`src/rtl/heater_pkg.sv`:
```
// Shared definitions for the heater partition scheduler: FSM encoding,
// config word layout and small arithmetic helpers.
package heater_pkg;

    typedef enum logic [1:0] {
        ST_IDLE  = 2'd0,
        ST_HEAT  = 2'd1,
        ST_COOL  = 2'd2,
        ST_FAULT = 2'd3
    } heater_state_t;

    localparam int DUTY_LSB  = 0;
    localparam int DUTY_W    = 8;
    localparam int LIMIT_LSB = 8;
    localparam int LIMIT_W   = 12;
    localparam int MASK_LSB  = 20;
    localparam int MASK_W    = 8;
    localparam int EN_BIT    = 28;

    typedef struct packed {
        logic [DUTY_W-1:0]  duty;
        logic [LIMIT_W-1:0] limit;
        logic [MASK_W-1:0]  mask;
    } heater_cfg_t;

    function automatic heater_cfg_t unpackCfg(input logic [31:0] data);
        heater_cfg_t cfg;
        cfg.duty  = data[DUTY_LSB +: DUTY_W];
        cfg.limit = data[LIMIT_LSB +: LIMIT_W];
        cfg.mask  = data[MASK_LSB +: MASK_W];
        return cfg;
    endfunction

    // Unsigned subtraction clamped at zero, used for the hysteresis threshold.
    function automatic logic [LIMIT_W-1:0] satSub(input logic [LIMIT_W-1:0] a,
                                                  input logic [LIMIT_W-1:0] b);
        return (a > b) ? (a - b) : '0;
    endfunction

endpackage

```
`src/rtl/heater_pwm_tick.sv`:
```
// PWM timebase: a prescaler feeding an 8-bit tick counter. Both counters are
// held at zero while not running so every heating session starts on a fresh period.
module heater_pwm_tick #(
    parameter int PRESCALE = 1024
) (
    input  logic       i_clk,
    input  logic       i_reset,
    input  logic       i_run,
    output logic [7:0] o_tick_cnt,
    output logic       o_period_wrap
);

    localparam int PS_W = $clog2(PRESCALE);

    logic [PS_W-1:0] r_prescale;
    logic [7:0]      r_tick_cnt;
    logic            w_ps_wrap;

    assign w_ps_wrap     = i_run && (r_prescale == PS_W'(PRESCALE - 1));
    assign o_period_wrap = w_ps_wrap && (r_tick_cnt == 8'hFF);
    assign o_tick_cnt    = r_tick_cnt;

    always_ff @(posedge i_clk) begin
        if (i_reset || !i_run) begin
            r_prescale <= '0;
            r_tick_cnt <= '0;
        end else if (w_ps_wrap) begin
            r_prescale <= '0;
            r_tick_cnt <= r_tick_cnt + 8'd1;
        end else begin
            r_prescale <= r_prescale + 1'b1;
        end
    end

endmodule

```
`src/rtl/heater_sched.sv`:
```
// Heater partition scheduler: double-buffered config, IDLE/HEAT/COOL/FAULT
// sequencing with hysteresis, sample watchdog and registered bank enables.
module heater_sched import heater_pkg::*; #(
    parameter int NUM_BANKS   = 8,
    parameter int PRESCALE    = 1024,
    parameter int HYST        = 16,
    parameter int WDOG_CYCLES = 2**20
) (
    input  logic                 i_clk,
    input  logic                 i_reset,
    input  logic                 i_cfg_wr,
    input  logic [31:0]          i_cfg_data,
    input  logic                 i_temp_valid,
    input  logic [11:0]          i_temp_data,
    output logic [NUM_BANKS-1:0] o_heater_en,
    output logic [1:0]           o_state,
    output logic                 o_overtemp,
    output logic [15:0]          o_period_cnt
);

    localparam int WD_W = $clog2(WDOG_CYCLES + 1);

    heater_state_t       r_state;
    heater_state_t       w_state_next;
    heater_cfg_t         r_shadow;
    heater_cfg_t         r_active;
    heater_cfg_t         w_cfg_in;
    logic                r_enable;
    logic                w_enable;
    logic [WD_W-1:0]     r_wdog;
    logic                w_wdog_expire;
    logic                w_run;
    logic [7:0]          w_tick_cnt;
    logic                w_period_wrap;
    logic [11:0]         w_resume_lim;
    logic                w_cool_exit;
    logic [NUM_BANKS-1:0] r_heater_en;
    logic [NUM_BANKS-1:0] w_heater_en_next;
    logic                r_overtemp;
    logic                w_overtemp_next;
    logic [15:0]         r_period_cnt;
    logic                w_unused_cfg;

    assign w_cfg_in     = unpackCfg(i_cfg_data);
    assign w_unused_cfg = ^i_cfg_data[31:29];
    assign w_run        = (r_state == ST_HEAT) || (r_state == ST_COOL);

    // A disabling write takes effect on the edge that captures it, so it
    // outranks any temperature event arriving in the same cycle.
    assign w_enable = i_cfg_wr ? i_cfg_data[EN_BIT] : r_enable;

    // A saturated threshold of zero can never be undercut, so code 0 resumes.
    assign w_resume_lim  = satSub(r_active.limit, 12'(HYST));
    assign w_cool_exit   = (w_resume_lim == '0) ? (i_temp_data == '0)
                                                : (i_temp_data < w_resume_lim);
    assign w_wdog_expire = (r_wdog >= WD_W'(WDOG_CYCLES - 1));

    heater_pwm_tick #(
        .PRESCALE (PRESCALE)
    ) u_pwm_tick (
        .i_clk         (i_clk),
        .i_reset       (i_reset),
        .i_run         (w_run),
        .o_tick_cnt    (w_tick_cnt),
        .o_period_wrap (w_period_wrap)
    );

    // Active settings only change on a period boundary while running.
    always_ff @(posedge i_clk) begin
        if (i_reset) begin
            r_shadow <= '0;
            r_active <= '0;
            r_enable <= 1'b0;
        end else begin
            if (i_cfg_wr) begin
                r_shadow <= w_cfg_in;
                r_enable <= i_cfg_data[EN_BIT];
            end
            if (!w_run) begin
                r_active <= i_cfg_wr ? w_cfg_in : r_shadow;
            end else if (w_period_wrap) begin
                r_active <= r_shadow;
            end
        end
    end

    always_ff @(posedge i_clk) begin
        if (i_reset || i_temp_valid || !w_run) begin
            r_wdog <= '0;
        end else if (r_wdog != WD_W'(WDOG_CYCLES)) begin
            r_wdog <= r_wdog + 1'b1;
        end
    end

    always_ff @(posedge i_clk) begin
        if (i_reset) begin
            r_state <= ST_IDLE;
        end else begin
            r_state <= w_state_next;
        end
    end

    always_comb begin
        w_state_next = r_state;
        if (!w_enable) begin
            w_state_next = ST_IDLE;
        end else begin
            case (r_state)
                ST_IDLE: begin
                    if (i_temp_valid) begin
                        w_state_next = (i_temp_data < r_active.limit) ? ST_HEAT : ST_COOL;
                    end
                end
                ST_HEAT: begin
                    if (i_temp_valid) begin
                        if (i_temp_data >= r_active.limit) begin
                            w_state_next = ST_COOL;
                        end
                    end else if (w_wdog_expire) begin
                        w_state_next = ST_FAULT;
                    end
                end
                ST_COOL: begin
                    if (i_temp_valid) begin
                        if (w_cool_exit) begin
                            w_state_next = ST_HEAT;
                        end
                    end else if (w_wdog_expire) begin
                        w_state_next = ST_FAULT;
                    end
                end
                default: w_state_next = ST_FAULT;
            endcase
        end
    end

    // Banks switch off on the same edge that leaves HEAT; on entry they wait
    // one cycle so the enable always trails the tick count it reflects.
    always_comb begin
        w_heater_en_next = '0;
        w_overtemp_next  = (w_state_next == ST_COOL);
        if ((r_state == ST_HEAT) && (w_state_next == ST_HEAT) &&
            (w_tick_cnt < r_active.duty)) begin
            w_heater_en_next = r_active.mask[NUM_BANKS-1:0];
        end
    end

    always_ff @(posedge i_clk) begin
        if (i_reset) begin
            r_heater_en  <= '0;
            r_overtemp   <= 1'b0;
            r_period_cnt <= '0;
        end else begin
            r_heater_en <= w_heater_en_next;
            r_overtemp  <= w_overtemp_next;
            if (w_period_wrap) begin
                r_period_cnt <= r_period_cnt + 16'd1;
            end
        end
    end

    assign o_heater_en  = r_heater_en;
    assign o_state      = r_state;
    assign o_overtemp   = r_overtemp;
    assign o_period_cnt = r_period_cnt;

endmodule

```
`config.mk`:
```
export PLATFORM = sky130hd
export DESIGN_NAME = heater_sched
export DESIGN_NICKNAME = d
export VERILOG_FILES = /design/src/rtl/heater_pkg.sv /design/src/rtl/heater_pwm_tick.sv /design/src/rtl/heater_sched.sv
export SDC_FILE = /design/constraint.sdc
export NUM_CORES = 1
export LEC_CHECK = 0
export CAP_MARGIN = 20
export CORE_ASPECT_RATIO = 1.2
export CORE_MARGIN = 5
export CORE_UTILIZATION = 32
export DETAILED_ROUTE_END_ITERATION = 8
export GPL_ROUTABILITY_DRIVEN = 0
export REMOVE_ABC_BUFFERS = 1
export SETUP_SLACK_MARGIN = 0.5
export SYNTH_ARGS = -nofsm -noshare
export SYNTH_HDL_FRONTEND = slang
export SYNTH_HIERARCHICAL = 1
export SYNTH_SLANG_ARGS = --single-unit
```
`constraint.sdc`:
```
create_clock -name i_clk -period 3.8 [get_ports i_clk]
set_input_delay 0.76 -clock i_clk [delete_from_list [all_inputs] [get_ports i_clk]]
set_output_delay 0.76 -clock i_clk [all_outputs]
set_load 0.1 [all_outputs]
```
Word-level counts from Yosys, hierarchy flattened --
Cells that the tools add are included.
Word-level totals: flip-flop bits (word level) 123, input port bits 48, output and inout bits 27, logic and storage cells 63
Operators by class: $add $sub $neg 5, magnitude comparators 6, equal/unequal tests 8, mux-type cells 15, bitwise gates (word level) 1, reductions and logical operators 14
Operator list (number):
- 2-to-1 mux 28 bit | 3
- zero test 12 bit | 2
- < comparator 12 bit | 2
- adder 21 x 1 -> 21 bit, second input constant | 1
- greater-or-equal comparator 21 x 20 -> 1 bit, second input constant | 1
- != test 21 bit, second input constant | 1
- adder 16 x 1 -> 16 bit, second input constant | 1
- 2-to-1 mux 2 bit | 8
- greater-or-equal comparator 12 bit | 1
- greater-than comparator 12 x 5 -> 1 bit, second input constant | 1
- 2-to-1 mux 12 bit | 1
- subtractor 12 x 5 -> 12 bit, second input constant | 1
- adder 10 x 1 -> 10 bit, second input constant | 1
- equality test 10 bit, second input constant | 1
- adder 8 x 1 -> 8 bit, second input constant | 1
- equality test 8 bit, second input constant | 1
- < comparator 8 bit | 1
- case mux 2 bit (3 select lines) | 1
- equality test 2 x 1 -> 1 bit, second input constant | 2
- equality test 2 bit, second input constant | 2
- logical AND 1 bit | 4
- logical OR 1 bit | 4
- OR reduction 2 bit | 2
- zero test 2 bit | 1
- other kinds (4) | 5

Longest topological paths before layout --
Gate-level depths: netlist of run 1.
word-level depth 13, mapped depth 16, depth with buffers taken out 13

Cells and area by module --
The synthesis of run 1 kept the hierarchy.
Modules (own cells, without submodules):
- heater_sched | instances 1, cells an instance 598, area each 5407.7 sq um, seq. area each 2102.0 sq um
- heater_pwm_tick | instances 1, cells an instance 97, area each 839.6 sq um, seq. area each 360.3 sq um

Least setup slack after synthesis of run 1 --
Ideal clock, no wire load.
path kind register -> register, from register r_state[0] (netlist: o_state[0]), to register r_period_cnt[15] (netlist: o_period_cnt[15]), library setup time 0.067 ns, arrival time 3.328 ns, data required time 3.733 ns, path slack 0.405 ns, stages on the path, launching flop included 13, path buffers 1, clock period less this slack 3.395 ns, cell sequence dfxtp_1 -> inv_1 -> ha_1 -> and3_1 -> nand3_1 -> nor4_1 -> clkbuf_1 -> and3_1 -> and3_1 -> and3_1 -> nand3_1 -> xor2_1 -> nor2_1
On the way: cells in the longest elaborated chain, start to end 4, elaborated cells on any way between the ends 5, those cells by class eq/ne (2); reduce/logical (3)
Ends and longest elaborated chain:
- start, declared | line heater_sched.sv:23 | heater_state_t r_state;
- start signal, assigned | line heater_sched.sv:99 | r_state <= w_state_next;
- equality test 2 x 1 -> 1 bit or equality test 2 bit (tied branches) | line heater_sched.sv:46 | assign w_run = (r_state == ST_HEAT) || (r_state == ST_COOL);
- logical OR 1 bit (*) | line heater_sched.sv:46
- via w_run | line heater_sched.sv:32 | logic w_run;
- logical AND 1 bit (*) | line heater_pwm_tick.sv:19 | assign w_ps_wrap = i_run && (r_prescale == PS_W'(PRESCALE - 1));
- logical AND 1 bit (*) | line heater_pwm_tick.sv:20 | assign o_period_wrap = w_ps_wrap && (r_tick_cnt == 8'hFF);
- via w_period_wrap | line heater_sched.sv:34 | logic w_period_wrap;
- end signal, assigned | line heater_sched.sv:157 | r_period_cnt <= r_period_cnt + 16'd1;
- end, declared | line heater_sched.sv:41 | logic [15:0] r_period_cnt;
The timed path passes the listed nets; every way through them passes the cells marked *. A chain may end at the register's enable or synchronous reset.

Worst setup path in the final report of run 1 --
from register r_active[17] in the netlist's numbering, to register r_heater_en[6] (netlist: o_heater_en[6])
On the way: cells in the longest elaborated chain, start to end 13, elaborated cells on any way between the ends 21, those cells by class add/sub (1); order compare (4); eq/ne (1); mux (10); bitwise (1); reduce/logical (4)
Ends and longest elaborated chain:
- start, declared | line heater_sched.sv:26 | heater_cfg_t r_active;
- start signal, assigned | line heater_sched.sv:80 | r_active <= i_cfg_wr ? w_cfg_in : r_shadow;
- start signal, assigned | line heater_sched.sv:82 | r_active <= r_shadow;
- subtractor 12 x 5 -> 12 bit or greater-than comparator 12 x 5 -> 1 bit (tied branches) | line heater_pkg.sv:37 | return (a > b) ? (a - b) : '0;
- 2-to-1 mux 12 bit | line heater_pkg.sv:37
- < comparator 12 bit or zero test 12 bit (tied branches) | line heater_sched.sv:55, heater_sched.sv:54
- 2-to-1 mux 1 bit | line heater_sched.sv:54 | assign w_cool_exit = (w_resume_lim == '0) ? (i_temp_data == '0)
- 2-to-1 mux 2 bit | line heater_sched.sv:125 | if (w_cool_exit) begin
- 2-to-1 mux 2 bit | line heater_sched.sv:124 | if (i_temp_valid) begin
- case mux 2 bit (3 select lines) (*) | line heater_sched.sv:108 | case (r_state)
- 2-to-1 mux 2 bit (*) | line heater_sched.sv:105 | if (!w_enable) begin
- equality test 2 x 1 -> 1 bit (*) | line heater_sched.sv:142 | if ((r_state == ST_HEAT) && (w_state_next == ST_HEAT) &&
- logical AND 1 bit (*) (2 in a row) | line heater_sched.sv:142
- inverter 1 bit (no source line) (*)
- OR reduction 2 bit (no source line) (*)
- end signal, assigned | line heater_sched.sv:154 | r_heater_en <= w_heater_en_next;
- end, declared | line heater_sched.sv:37 | logic [NUM_BANKS-1:0] r_heater_en;
Mark *: on every way between the ends. The rest lies on a longest branch, timed or not.

==> metrics.txt, run 1 <==
Seq/Total Area, Yosys 0.394; number of buffers inserted by port buffering slightly above 70; via count of the first global-routing pass between 4000 and 5000; Syn-to-layout area delta 27.9%; post-layout util 0.412; Post-synth ARST share 0; Final min period between 3 and 4 ns; critical path endpoint category flop; area occupied by multi-input gates 3640 sq um; Total Neg Setup Slack 0 ns; count of filler cells inserted in the layout 1914; total die area about 22000 sq um; setup repair after global routing missed its margin false; mean instance size in the synthesized netlist 8.99 sq um; cell at the root of the clock tree clkbuf_16; Via-to-Cell Ratio 4.88; fmax about 320 MHz; cell depth of the worst hold path 1; number of buffers inserted during clock tree synthesis 17; storage element area 2470 sq um; Tightest Hold Check Type flop to flop; transition time at the pin with the least slew margin slightly below 1 ns; clock latency reported for the late side of the worst-skew pair 0.42 ns; count of state elements after synthesis 123; DP HPWL 10.5 mm; Arrival @ worst endpoint 3.42 ns; CP Launch Type flop; Die W 138 um; final hold vios 0; sequence of cells on the critical path or3_4, a2111o_1, o21a_1, ha_4, nand2_1, nor3_2, o2111ai_1, nand3_1, mux2i_2, o32ai_4, clkbuf_16, a211oi_1; Initial Utilization 0.322; capture instance of the worst register-to-register path o_heater_en[6]; area of the core region ~19000 sq um; Peak supply drop 0.000301 V; RR Startpoint r_active[17]; startpoint of the worst setup timing path r_active[17]; origin of the worst min-delay path u_pwm_tick/r_prescale[0]; pin count of the biggest net entering global routing 41; total number of clock tree sinks 123; Post-Synthesis Cell Area ~6200 sq um; final setup violation count 0; wire length reported by the detailed router 15.0 mm; Relative slew margins 0.341; CTS tree done; minimum setup slack in the final design 0.686 ns; stage delay of the slowest cell on the critical path 0.43 ns; final count of pins violating max slew 0; number of warnings issued by yosys 6; distinct cell type count after synthesis 56; GRT Resource Usage Total 0.139; worst hold slack across all endpoints 0.451 ns; overflow left after global routing 0; cell count of the worst reg-to-reg path 12; antenna violations before repair 0; First-pass DRT Iterations 5; number of antenna repair diodes 0; H-tree lvl count 4; share of cells above drive strength 1 0.104; count of nets left with antenna violations after detail routing 0; number of buffer and inverter stages on the critical path 1; Min-Delay Endpoint u_pwm_tick/r_prescale[0]; worst-path maximum fanout 6; max cap viols 0; synthesized instance count between 600 and 700; final-stage net count 856; top-level I/O count 75; post-DR wirelength/cell approximately 14 um; number of placement rows 56; status completed; Detailed Route Iter0 Violations 290; maximum clock path buffer count 2; slowest stage cell on the critical path or3_4; CP top delay family compound AO/OA/AOI/OAI gates; Chip Height 163 um; Period Utilization, post-route 0.820; power density of the placed cells 421 nW/um^2; count of flip-flops with a built-in enable after synthesis 0; residual DRC count 0; Worst R2R Setup Slack slightly below 0.7 ns; Worst-path clk slew around 0.05 ns; clock skew roughly 0.022 ns; LEAKAGE 2.93 nW; Placed Instance Area 7200 sq um; hold buffer count at CTS 0; post-layout instance area 7990 sq um; dominant synthesized flop cell dfxtp_1; global-route wire length before repair 25.0 mm; class of the most critical setup path flop to flop; total number of vias 5070; pre-CTS setup slack 0.290 ns; Req. time, crit path just over 4 ns
[cell type report]
type                            count  area share
Sequential cell                   123       0.309
Clock inverter                      9      0.0150
Inverter                           30      0.0141
Clock buffer                       21      0.0589
Multi-Input combinational cell    510       0.456
Tap cell                          261      0.0409
Timing Repair Buffer               85       0.106
[how the worst max path moves through the flow]
stage | to | slack, ns | depth (start not counted)
2_1_floorplan | o_period_cnt[15] | -4.29 | 11
3_3_place_gp | o_overtemp | 0.29 | 13
3_5_place_dp | o_overtemp | 0.29 | 13
4_1_cts | o_overtemp | 0.52 | 11
5_1_grt | o_heater_en[3] | 0.50 | 14
6_report | o_heater_en[6] | 0.69 | 12
[report_power, final]
part | internal (mW) | switching [mW]
combinational | 0.183 | 0.199
clock | 1.07 | 0.551
sequential | 1.33 | 0.0326
[cells in the mapped netlist (3+ instances only)]
library cell	instances	share of area
a211oi_1	11	0.013
a21o_1	6	0.0072
a21oi_1	12	0.0096
a31oi_1	5	0.0050
and3_1	8	0.0080
and4_1	5	0.0070
buf_1	6	0.0036
buf_2	3	0.0024
clkbuf_1	20	0.012
dfxtp_1	123	0.39
ha_1	41	0.082
inv_1	30	0.018
mux2i_1	61	0.098
nand2_1	37	0.022
nand2b_1	5	0.0050
nand3_1	32	0.026
nand4_1	13	0.013
nor2_1	87	0.052
nor3_1	9	0.0072
nor4_1	11	0.011
nor4b_1	3	0.0042
o211ai_1	3	0.0036
o21a_1	3	0.0036
o21ai_0	41	0.033
o31ai_1	4	0.0048
or3_1	33	0.033
or4_1	3	0.0036
xnor2_1	12	0.017
xor2_1	33	0.046
[metrics by stage]
stage	total power, mW	cells
5_1_grt	3.52	1039
2_1_floorplan	1.59	663
6_report	3.36	1039
3_5_place_dp	1.74	1003
3_3_place_gp	1.73	1003
4_1_cts	3.39	1035
[timing repair]
item,in CTS,in global routing
pin swaps,4,8
setup buffers,2,2
gates cloned,0,1
gates resized for setup,14,14
endpoints found under the setup margin,11,14
[layout by cell type (no fill, tap or decap), drive strengths merged, types with 4 or more instances in the layout]
master / instances
xor2: 33
o211ai: 4
a31oi: 5
dfxtp: 123
nand3: 32
nand4: 14
nor3: 9
mux2i: 61
or3: 33
o21ai: 41
o31ai: 4
clkinv: 6
a21oi: 13
nor4: 12
ha: 41
a21o: 6
buf: 15
inv: 30
xnor2: 12
clkbuf: 22
or4: 5
clkdlybuf4s50: 69
nand2: 37
and3: 9
nor2: 87
nand2b: 5
a211oi: 11
and4: 6
[routing by layer]
layer / share of wire / GRT usage / vias up / routed length (um)
met5: 0 / 0 / - / 0
met4: 0.016 / 0.0495 / 0 / 243
met3: 0.030 / 0.0351 / 22 / 451
met2: 0.49 / 0.225 / 62 / 7280
met1: 0.47 / 0.180 / 2371 / 6990
li1: - / - / 2615 / -
[flip-flops by register name (all words and copies together) (netlist names)]
register and cells:
o_state 2, o_heater_en 8, o_period_cnt 16, r_shadow 28, r_wdog 21, u_pwm_tick/o_tick_cnt 8
r_active 28, r_enable 1, o_overtemp 1, u_pwm_tick/r_prescale 10
[cell families after synthesis]
logic type | after synthesis | share of synthesized area
XOR/XNOR | 45 | 0.0631
AO/OA/AOI/OAI | 103 | 0.110
adder cells (fa/ha/maj) | 41 | 0.0821
flip-flops | 123 | 0.394
AND/OR/NAND/NOR | 260 | 0.212
buffers and inverters | 62 | 0.0409
multiplexers | 61 | 0.0977
Power figures use the tool's default switching activity.
==> run 2, diff against run 1 <==
Clock period 3.8 ns to 2.5 ns, I/O delays scaled along.
==> run 2 against run 1 <==
The run now ends with setup timing left. Final area rose by 10%. Combinational power grew 92%. Maximum frequency is 2.1% higher. Sequential power grew 51%. Critical path type unchanged. Largest cell class unchanged.
==> metrics.txt, run 2 (synthesis results as in run 1) <==
DP HPWL 11.1 mm; cell-internal power between 4 and 5 mW; Total Neg Setup Slack -5.61 ns; sw power 1.23 mW; fmax 328 MHz; pin count of the biggest net entering global routing 35; Worst-path clk slew 0.05 ns; Die W 138 um; max cap viols 0; top-level I/O count 75; final count of pins violating max slew 0; clock latency reported for the late side of the worst-skew pair ~0.41 ns; clock skew 0.0123 ns; Flop pwr share 0.391; residual DRC count 0; Req. time, crit path roughly 2.8 ns; Via-to-Cell Ratio 4.93; CP Launch Type flop; total die area 22400 sq um; combinational power share 0.139; total number of clock tree sinks 123; failing checks setup timing; via count of the first global-routing pass 5362; post-layout util 0.455; sequence of cells on the critical path or4_4, a2111o_1, o21a_1, ha_4, nand2_4, nor3_4, a221oi_2, nand3_2, o211a_4, o22a_4, and4_1; final setup violation count 11; final-stage net count 932; maximum clock path buffer count 2; biggest regs r_active x28, r_shadow x28, r_wdog x21; share of cells above drive strength 1 0.257; clock share of power 0.470; Period Utilization, post-route 1.22; antenna violations before repair 0; worst hold slack across all endpoints roughly 0.45 ns; Arrival @ worst endpoint 3.35 ns; area of the core region 19400 sq um; Chip Height 163 um; Initial Utilization 0.322; number of placement rows 56; setup repair after global routing missed its margin true; Tightest Hold Check Type flop to flop; Peak supply drop between 0.0005 and 0.0006 V; Detailed Route Iter0 Violations 270; stage delay of the slowest cell on the critical path roughly 0.53 ns; class of the most critical setup path flop to flop; pre-CTS setup slack -0.748 ns; cell at the root of the clock tree clkbuf_16; CTS tree done; transition time at the pin with the least slew margin 0.589 ns; LEAKAGE 3.41 nW; worst-path maximum fanout 5; total number of vias 5504; status finished with violations; commonest non-fill, non-tap cells in the layout dfxtp_1, buf_4, nor2_1, mux2i_1, clkdlybuf4s50_1; GRT Resource Usage Total 0.145; number of buffers inserted during clock tree synthesis 17; Relative slew margins 0.597; count of nets left with antenna violations after detail routing 0; overflow left after global routing 0; critical path endpoint category flop; overall power consumption between 5 and 6 mW; global-route wire length before repair 26.1 mm; post-DR wirelength/cell 14.4 um; most common cell after layout, fill and taps aside dfxtp_1; H-tree lvl count 4; power density of the placed cells 597 nW/um^2; First-pass DRT Iterations 4; minimum setup slack in the final design -0.550 ns; Syn-to-layout area delta 41.3%; number of antenna repair diodes 0; wire length reported by the detailed router 16.1 mm; Final min period 3.05 ns; proportion of total power due to net switching 0.233; number of buffers inserted by port buffering 71; slowest stage cell on the critical path or4_4; final hold vios 0
==> run 2: path summary, 6_finish.rpt <==
kind / to / cells after the start / from / slack [ns]
setup / recovery: o_overtemp / 11 / r_active[12] / -0.55
hold / removal: u_pwm_tick/r_prescale[0] / 1 / u_pwm_tick/r_prescale[0] / 0.45
setup reg to reg: o_overtemp / 11 / r_active[12] / -0.55
hold reg to reg: u_pwm_tick/r_prescale[0] / 1 / u_pwm_tick/r_prescale[0] / 0.45
==> run 2: final cells by class <==
cell class / count / area (sq um)
clock buffers: 25 / 526
clock inverters: 6 / 82.6
fillers: 1872 / 10600
inverters: 30 / 115
multi-input cells: 512 / 3890
flip-flops and latches: 123 / 2470
well taps: 261 / 327
repair buffers: 159 / 1410
==> run 2: timing repair <==
item | CTS | global route
gates resized for setup | 67 | 41
hold buffers | 0 | 0
buffers inserted | 9 | 7
gates cloned | 2 | 1
pin swaps | 14 | 21
setup endpoints to repair | 50 | 55
==> run 2: critical path, delay by kind of cell (launching register included) <==
family,cells,cell delay (ns)
AOI/OAI and AO/OA,5,1.37
and+or+nand+nor,5,0.99
adders and majority gates,1,0.24
DFF,1,0.33
==> run 2: per-stage QoR <==
step / area, sq um / instances
6_report: 8830 / 1116
5_1_grt: 8830 / 1116
4_1_cts: 8560 / 1108
2_1_floorplan: 6100 / 663
3_3_place_gp: 7630 / 1066
3_5_place_dp: 7630 / 1066
==> run 2: per-layer routing <==
layer	up-vias	wire, um	GRT usage
li1	2787	-	-
met1	2612	7280	0.180
met2	87	8090	0.244
met3	18	493	0.0379
met4	0	198	0.0481
met5	-	0	0
==> run 2: power by group through the flow <==
stage / clock, mW / combinational (mW) / sequential, mW
CTS: 2.54 / 0.672 / 2.06
detailed placement: 0 / 0.635 / 2.10
floorplan: 0 / 0.315 / 2.11
finish: 2.48 / 0.732 / 2.06
global route: 2.62 / 0.810 / 2.07
global placement: 0 / 0.632 / 2.10
==> run 3, diff against run 2 <==
Settings changed: SLEW_MARGIN from default to 10.
==> results of run 3 <==
The final DEF is identical to that of run 2; final timing and power are the same.
